## config.mk

```make
export PLATFORM = sky130hd
export DESIGN_NAME = insn_encoder
export DESIGN_NICKNAME = d
export VERILOG_FILES = /design/src/rtl/insn_enc_pkg.sv /design/src/rtl/insn_pack.sv /design/src/rtl/insn_encoder.sv
export SDC_FILE = /design/constraint.sdc
export NUM_CORES = 1
export LEC_CHECK = 0
export CAP_MARGIN = 20
export CORE_AREA = 2 2 139 141
export DETAILED_ROUTE_END_ITERATION = 8
export DIE_AREA = 0 0 141 143
export GPL_ROUTABILITY_DRIVEN = 0
export GPL_TIMING_DRIVEN = 0
export PLACE_DENSITY = 0.52
export SYNTH_ARGS = -nofsm -noshare
export SYNTH_HDL_FRONTEND = slang
export SYNTH_SLANG_ARGS = --single-unit
```

## constraint.sdc

```tcl
create_clock -name clk -period 4.3 [get_ports clk]
set_clock_uncertainty 0.15 [all_clocks]
set_input_delay 0.86 -clock clk [delete_from_list [all_inputs] [get_ports clk]]
set_output_delay 0.86 -clock clk [all_outputs]
set_load 0.03 [all_outputs]
```

## src/rtl/insn_enc_pkg.sv

```systemverilog
// Shared opcodes, format enum, immediate limits and queue entry type for the
// RV32I instruction encoder.
package insn_enc_pkg;

   localparam int unsigned XLEN = 32;

   localparam logic [6:0] OP_LOAD   = 7'b0000011;
   localparam logic [6:0] OP_IMM    = 7'b0010011;
   localparam logic [6:0] OP_JALR   = 7'b1100111;
   localparam logic [6:0] OP_SYSTEM = 7'b1110011;
   localparam logic [6:0] OP_STORE  = 7'b0100011;
   localparam logic [6:0] OP_BRANCH = 7'b1100011;
   localparam logic [6:0] OP_LUI    = 7'b0110111;
   localparam logic [6:0] OP_AUIPC  = 7'b0010111;
   localparam logic [6:0] OP_JAL    = 7'b1101111;
   localparam logic [6:0] OP_REG    = 7'b0110011;

   localparam logic [XLEN-1:0] NOP_INSN = 32'h0000_0013;

   localparam int IMM_I_MIN  = -2048;
   localparam int IMM_I_MAX  = 2047;
   localparam int IMM_SH_MIN = 0;
   localparam int IMM_SH_MAX = 31;
   localparam int IMM_B_MIN  = -4096;
   localparam int IMM_B_MAX  = 4094;
   localparam int IMM_J_MIN  = -1048576;
   localparam int IMM_J_MAX  = 1048574;

   typedef enum logic [2:0] {
      FMT_R,
      FMT_I,
      FMT_S,
      FMT_B,
      FMT_U,
      FMT_J,
      FMT_BAD
   } fmt_e;

   typedef struct packed {
      logic            err;
      logic [XLEN-1:0] insn;
   } q_entry_t;

   function automatic fmt_e fmt_of(input logic [6:0] op);
      fmt_e f;
      case (op)
         OP_REG:                               f = FMT_R;
         OP_LOAD, OP_IMM, OP_JALR, OP_SYSTEM:  f = FMT_I;
         OP_STORE:                             f = FMT_S;
         OP_BRANCH:                            f = FMT_B;
         OP_LUI, OP_AUIPC:                     f = FMT_U;
         OP_JAL:                               f = FMT_J;
         default:                              f = FMT_BAD;
      endcase
      return f;
   endfunction

endpackage

```

## src/rtl/insn_pack.sv

```systemverilog
// Combinational field packer: RV32I fields plus intended immediate -> word and
// an error flag for out-of-range/misaligned immediates or unknown opcodes.
module insn_pack
   import insn_enc_pkg::*;
(
   input  logic [6:0]      opcode_i,
   input  logic [4:0]      rd_i,
   input  logic [4:0]      rs1_i,
   input  logic [4:0]      rs2_i,
   input  logic [2:0]      funct3_i,
   input  logic [6:0]      funct7_i,
   input  logic [XLEN-1:0] imm_i,
   output logic [XLEN-1:0] insn_c,
   output logic            err_c
);

   logic signed [XLEN-1:0] imm_s;
   fmt_e                   fmt;
   logic                   is_shift;

   assign imm_s    = $signed(imm_i);
   assign fmt      = fmt_of(opcode_i);
   assign is_shift = (opcode_i == OP_IMM) && (funct3_i[1:0] == 2'b01);

   always_comb begin
      insn_c = NOP_INSN;
      err_c  = 1'b0;
      case (fmt)
         FMT_R: begin
            insn_c = {funct7_i, rs2_i, rs1_i, funct3_i, rd_i, opcode_i};
         end
         FMT_I: begin
            // Shift-immediates carry funct7 in the upper bits and a 5-bit shamt
            if (is_shift) begin
               insn_c = {funct7_i, imm_i[4:0], rs1_i, funct3_i, rd_i, opcode_i};
               err_c  = (imm_s < IMM_SH_MIN) || (imm_s > IMM_SH_MAX);
            end else begin
               insn_c = {imm_i[11:0], rs1_i, funct3_i, rd_i, opcode_i};
               err_c  = (imm_s < IMM_I_MIN) || (imm_s > IMM_I_MAX);
            end
         end
         FMT_S: begin
            insn_c = {imm_i[11:5], rs2_i, rs1_i, funct3_i, imm_i[4:0], opcode_i};
            err_c  = (imm_s < IMM_I_MIN) || (imm_s > IMM_I_MAX);
         end
         FMT_B: begin
            insn_c = {imm_i[12], imm_i[10:5], rs2_i, rs1_i, funct3_i,
                      imm_i[4:1], imm_i[11], opcode_i};
            err_c  = (imm_s < IMM_B_MIN) || (imm_s > IMM_B_MAX) || imm_i[0];
         end
         FMT_U: begin
            insn_c = {imm_i[31:12], rd_i, opcode_i};
            err_c  = (imm_i[11:0] != 12'd0);
         end
         FMT_J: begin
            insn_c = {imm_i[20], imm_i[10:1], imm_i[11], imm_i[19:12], rd_i, opcode_i};
            err_c  = (imm_s < IMM_J_MIN) || (imm_s > IMM_J_MAX) || imm_i[0];
         end
         default: begin
            insn_c = NOP_INSN;
            err_c  = 1'b1;
         end
      endcase
   end

endmodule

```

## src/rtl/insn_encoder.sv

```systemverilog
// RV32I instruction encoder: packs request fields and buffers the encoded word
// in a 2-entry output queue with valid/ready on both sides and a delivery count.
module insn_encoder
   import insn_enc_pkg::*;
#(
   parameter int unsigned DWIDTH = 32,
   parameter int unsigned CWIDTH = 16
) (
   input  logic              clk,
   input  logic              reset,
   input  logic              req_valid_i,
   output logic              req_ready_o,
   input  logic [6:0]        opcode_i,
   input  logic [4:0]        rd_i,
   input  logic [4:0]        rs1_i,
   input  logic [4:0]        rs2_i,
   input  logic [2:0]        funct3_i,
   input  logic [6:0]        funct7_i,
   input  logic [DWIDTH-1:0] imm_i,
   output logic              insn_valid_o,
   input  logic              insn_ready_i,
   output logic [DWIDTH-1:0] insn_o,
   output logic              err_o,
   output logic [CWIDTH-1:0] count_o
);

   q_entry_t          head_q, head_d;
   q_entry_t          tail_q, tail_d;
   logic [1:0]        occ_q, occ_d;
   logic              valid_q, valid_d;
   logic              ready_q, ready_d;
   logic [CWIDTH-1:0] count_q, count_d;

   q_entry_t          new_entry;
   logic              push, pop;

   insn_pack u_pack (
      .opcode_i (opcode_i),
      .rd_i     (rd_i),
      .rs1_i    (rs1_i),
      .rs2_i    (rs2_i),
      .funct3_i (funct3_i),
      .funct7_i (funct7_i),
      .imm_i    (imm_i),
      .insn_c   (new_entry.insn),
      .err_c    (new_entry.err)
   );

   // ready/valid are flops mirroring occupancy, so no path from insn_ready_i
   assign push = req_valid_i && ready_q;
   assign pop  = valid_q && insn_ready_i;

   always_comb begin
      head_d  = head_q;
      tail_d  = tail_q;
      occ_d   = occ_q;
      count_d = count_q;
      case ({push, pop})
         2'b11: begin
            // Only reachable at occupancy 1: the new word replaces the head
            head_d = new_entry;
         end
         2'b10: begin
            if (occ_q == 2'd0) head_d = new_entry;
            else               tail_d = new_entry;
            occ_d = occ_q + 2'd1;
         end
         2'b01: begin
            head_d = tail_q;
            occ_d  = occ_q - 2'd1;
         end
         default: ;
      endcase
      if (pop && (count_q != {CWIDTH{1'b1}})) count_d = count_q + CWIDTH'(1);
      valid_d = (occ_d != 2'd0);
      ready_d = (occ_d != 2'd2);
   end

   always_ff @(posedge clk) begin
      if (reset) begin
         head_q  <= '0;
         tail_q  <= '0;
         occ_q   <= 2'd0;
         valid_q <= 1'b0;
         ready_q <= 1'b1;
         count_q <= '0;
      end else begin
         head_q  <= head_d;
         tail_q  <= tail_d;
         occ_q   <= occ_d;
         valid_q <= valid_d;
         ready_q <= ready_d;
         count_q <= count_d;
      end
   end

   assign req_ready_o  = ready_q;
   assign insn_valid_o = valid_q;
   assign insn_o       = DWIDTH'(head_q.insn);
   assign err_o        = head_q.err;
   assign count_o      = count_q;

endmodule
```

==> impl_metrics.py <==
metrics = {
    "logic_synthesis": {
        "netlist-cell-type-count": 66,
        "most_used_dff_post_synth": "sky130_fd_sc_hd__dfxtp_1",
        "synth.top_cells.by_area": "sky130_fd_sc_hd__dfxtp_1, sky130_fd_sc_hd__a21oi_1, sky130_fd_sc_hd__nor2_1",
        "netlist.top_cell.by_area": "sky130_fd_sc_hd__dfxtp_1",
        "synthesis.yosys.warnings": 0,
        "synthesis.nets": 621,
        "syn-instance-count": 549,
        "async_flop_share_pct": 0,
        "synth-edff-count": 0,
        "synth_top_cell_area_share_pct": 37.51,
        "post_synth.cell_area_avg_um2": 8.360,
        "flops_latches_synth": 86,
        "post_synth_instance_area_um2": 4589,
        "yosysSeqAreaShare_pct": 37.51,
    },
    "worst_setup_path": {
        "cp.buffers_inverters": 4,
        "timing.critical_path.max_delay_family": "buffers and inverters",
        "crit_required_ps": 4400,
        "critPathArrivalTime_ps": 4190,
        "number_of_cell_instances_on_the_worst_register_to_register_path": 9,
        "critical_path.reg2reg.startpoint": "req_ready_o",
        "setup.worst_path.start_class": "input port",
        "cp_slowest_cell": "sky130_fd_sc_hd__clkdlybuf4s50_1",
        "timing.reg2reg.setup_slack_ps": 1310,
        "cp-end-kind": "flop",
        "worstSetupStartpoint": "opcode_i[1]",
        "timing_worst_setup_path_type": "input port to flop",
        "cp_cell_sequence": "clkdlybuf4s50_1 > nand3b_1 > or4_1 > buf_6 > ha_1 > inv_1 > a21o_2 > or2_2 > clkbuf_1 > nand3_1 > and4b_1 > o32ai_1",
        "regToRegEndpoint": "err_o",
        "worst-path-max-fanout": 10,
        "slowest_delay_ps": 690,
    },
    "worst_hold_path": {
        "holdPathStages": 2,
        "hold_path_class": "flop to flop",
        "hold_path.startpoint": "tail_q[19]",
        "min_to": "tail_q[19]",
    },
    "grt": {
        "grt_max_degree": 15,
        "globalRouteTotalUtil_pct": 16.63,
        "grt_pass1_vias": 4718,
        "globalRouteOverflowTotal": 0,
        "wire_length_of_the_first_global_routing_pass_mm": 26.08,
        "antenna_found_initial": 0,
    },
    "sta": {
        "rsz0062_at_grt": "no",
        "final_hold_viol_count": 0,
        "timing.setup.tns_ps": 0,
        "final-max-slew-violation-count": 0,
        "minimum_clock_period_ps": 4086,
        "worst_slew_margin_rel_pct": 37.71,
        "setup_violations": 0,
        "fin_hold_ws_ps": 306.2,
        "timing.final.crit_share_pct": 95.03,
        "worstMarginPinSlew_ps": 932.3,
        "fmax_mhz": 244.7,
    },
    "pwr": {
        "static-leakage-power_uw": 0.002128,
        "power.density_nw_per_um2": 452.4,
        "worst_ir_drop_vdd_mv": 0.1940,
    },
    "final_layout": {
        "final_common_cell": "sky130_fd_sc_hd__clkdlybuf4s50_1",
        "finalNetCount": 749,
        "drive_above_1_share_pct": 6.745,
        "area_growth_syn_to_layout_pct": 38.44,
        "final_cell_mix": "sky130_fd_sc_hd__clkdlybuf4s50_1, sky130_fd_sc_hd__dfxtp_1, sky130_fd_sc_hd__nor2_1",
        "insertedDiodeCount": 0,
        "num-fill-cells": 1924,
    },
    "routing": {
        "viasPerCell": 5.340,
        "detailroute.via_count": 4891,
        "route.detailed.wl_per_inst_um": 18.38,
        "iteration_0_drc_markers": 330,
        "total_wirelength_of_the_detailed_routed_design_mm": 16.83,
        "drtAntennaViolNets": 0,
        "detail_route.drc_violations": 0,
        "detail_route.first_pass.iterations": 4,
    },
    "die": {
        "number_of_ports_placed_on_the_die_boundary": 119,
        "die_area_um2": 20160,
        "chipWidth_um": 141,
        "die_height_um": 143,
        "starting_density_of_the_core_pct": 24.70,
        "placeableCoreArea_um2": 18580,
        "floorplan_row_count": 50,
    },
    "place": {
        "io_buffer_count": 117,
        "final_hpwl_dp_mm": 13.21,
    },
    "clock_network": {
        "clock_insertion_delay_worst_skew_ps": 340,
        "numCtsBuffers": 9,
        "cts.repair_timing.setup_buffer_count": 0,
        "clock_tree.root_cell": "sky130_fd_sc_hd__clkbuf_16",
        "tritoncts_num_sinks": 86,
        "clk_path_buf_depth": 2,
        "clock_transition_time_at_the_flip_flop_clock_pins_of_the_worst_setup_and_hold_paths_ps": 60,
        "tritoncts_clock_tree": "done",
        "hold_buffers": 0,
        "maximum_level_of_the_cts_h_tree": 3,
    },
    "run": {
        "cap_viol_max_count": 0,
    },
    "status": {
        "run_status": "completed",
    },
}
==> layout make-up <==
class	instances	area [um2]	share of cell area (%)
inverter	13	48.80	0.7680
clock buffer	11	232.7	3.663
tap	234	292.8	4.608
buffer	35	163.9	2.580
sequential	86	1722	27.10
multi-input combinational	415	2664	41.93
clock inverter	5	58.81	0.9256
timing repair buffer	117	1171	18.43
==> per-stage QoR <==
| step | worst slack, ps | power [uW] | util, % | std cells | area, um2 |
|---|---|---|---|---|---|
| 2_1_floorplan | 963.2 | 1633 | - | 549 | 4589 |
| 3_3_place_gp | -13.90 | 2082 | 32.58 | 900 | 6053 |
| 3_5_place_dp | -94.17 | 2107 | 32.58 | 900 | 6053 |
| 4_1_cts | 233.4 | 2882 | 34.15 | 916 | 6345 |
| 5_1_grt | 64.49 | 3020 | 34.20 | 916 | 6354 |
| 6_report | 213.5 | 2874 | 34.20 | 916 | 6354 |
==> routing by layer <==
metal	up-vias	track usage, %	wire length, um
li1	2343	-	-
met1	2366	21.89	7686
met2	162	27.63	7896
met3	20	2.783	945
met4	0	5.789	305
met5	-	0	0
==> where the power goes <==
part           switching [uW]  leakage [uW]  total (uW)  internal [uW]
logic                     699       0.00129        1100            401
registers                76.2      0.000699         997            921
clock network             326      0.000136         778            452
==> worst min-delay path: stages, from the launching register on <==
cell,delay (ps)
sky130_fd_sc_hd__dfxtp_1,310
sky130_fd_sc_hd__nand2_1,50
sky130_fd_sc_hd__a21oi_1,50
==> repair_timing <==
item | in CTS | in global routing
gates resized for setup | 0 | 2
setup endpoints to repair | 0 | 3
hold endpoints to repair | 0 | 0
==> cell families (layout without fill, tap and decap cells) <==
group,Yosys count,in the layout,synth area share [%]
AOI/OAI and AO/OA,181,181,28.30
xor gates and xnor gates,13,13,2.481
adders and majority gates,4,4,1.091
buffers and inverters,48,181,4.634
DFF,86,86,37.51
muxes,10,10,2.181
and+or+nand+nor,207,207,23.80
==> how the worst max path moves through the flow <==
stage | endpoint | slack, ps | depth (start not counted)
finish | insn_o[31] | 210 | 12
global route | insn_o[31] | 60 | 12
CTS | tail_q[24] | 230 | 11
detailed placement | insn_o[2] | -90 | 11
global placement | insn_o[2] | -10 | 11
floorplan | insn_o[31] | 960 | 12
==> sequential cells by signal, indices dropped and copies added (netlist names) <==
name	count
tail_q	33
insn_o	32
count_o	16
occ_q	2
err_o	1
insn_valid_o	1
req_ready_o	1
==> synth_stat cells, types with 10 or more instances <==
cell type	n
sky130_fd_sc_hd__dfxtp_1	86
sky130_fd_sc_hd__nor2_1	58
sky130_fd_sc_hd__a21oi_1	44
sky130_fd_sc_hd__nand2_1	30
sky130_fd_sc_hd__o21ai_0	28
sky130_fd_sc_hd__clkbuf_1	26
sky130_fd_sc_hd__nor3_1	22
sky130_fd_sc_hd__a211oi_1	19
sky130_fd_sc_hd__or3_1	17
sky130_fd_sc_hd__a22oi_1	15
sky130_fd_sc_hd__a221oi_1	14
sky130_fd_sc_hd__nand3_1	14
sky130_fd_sc_hd__nand3b_1	14
sky130_fd_sc_hd__inv_1	11
sky130_fd_sc_hd__nand4_1	11
sky130_fd_sc_hd__a22o_1	10
sky130_fd_sc_hd__and3_1	10
sky130_fd_sc_hd__mux2i_1	10
Power figures use the tool's default switching activity.
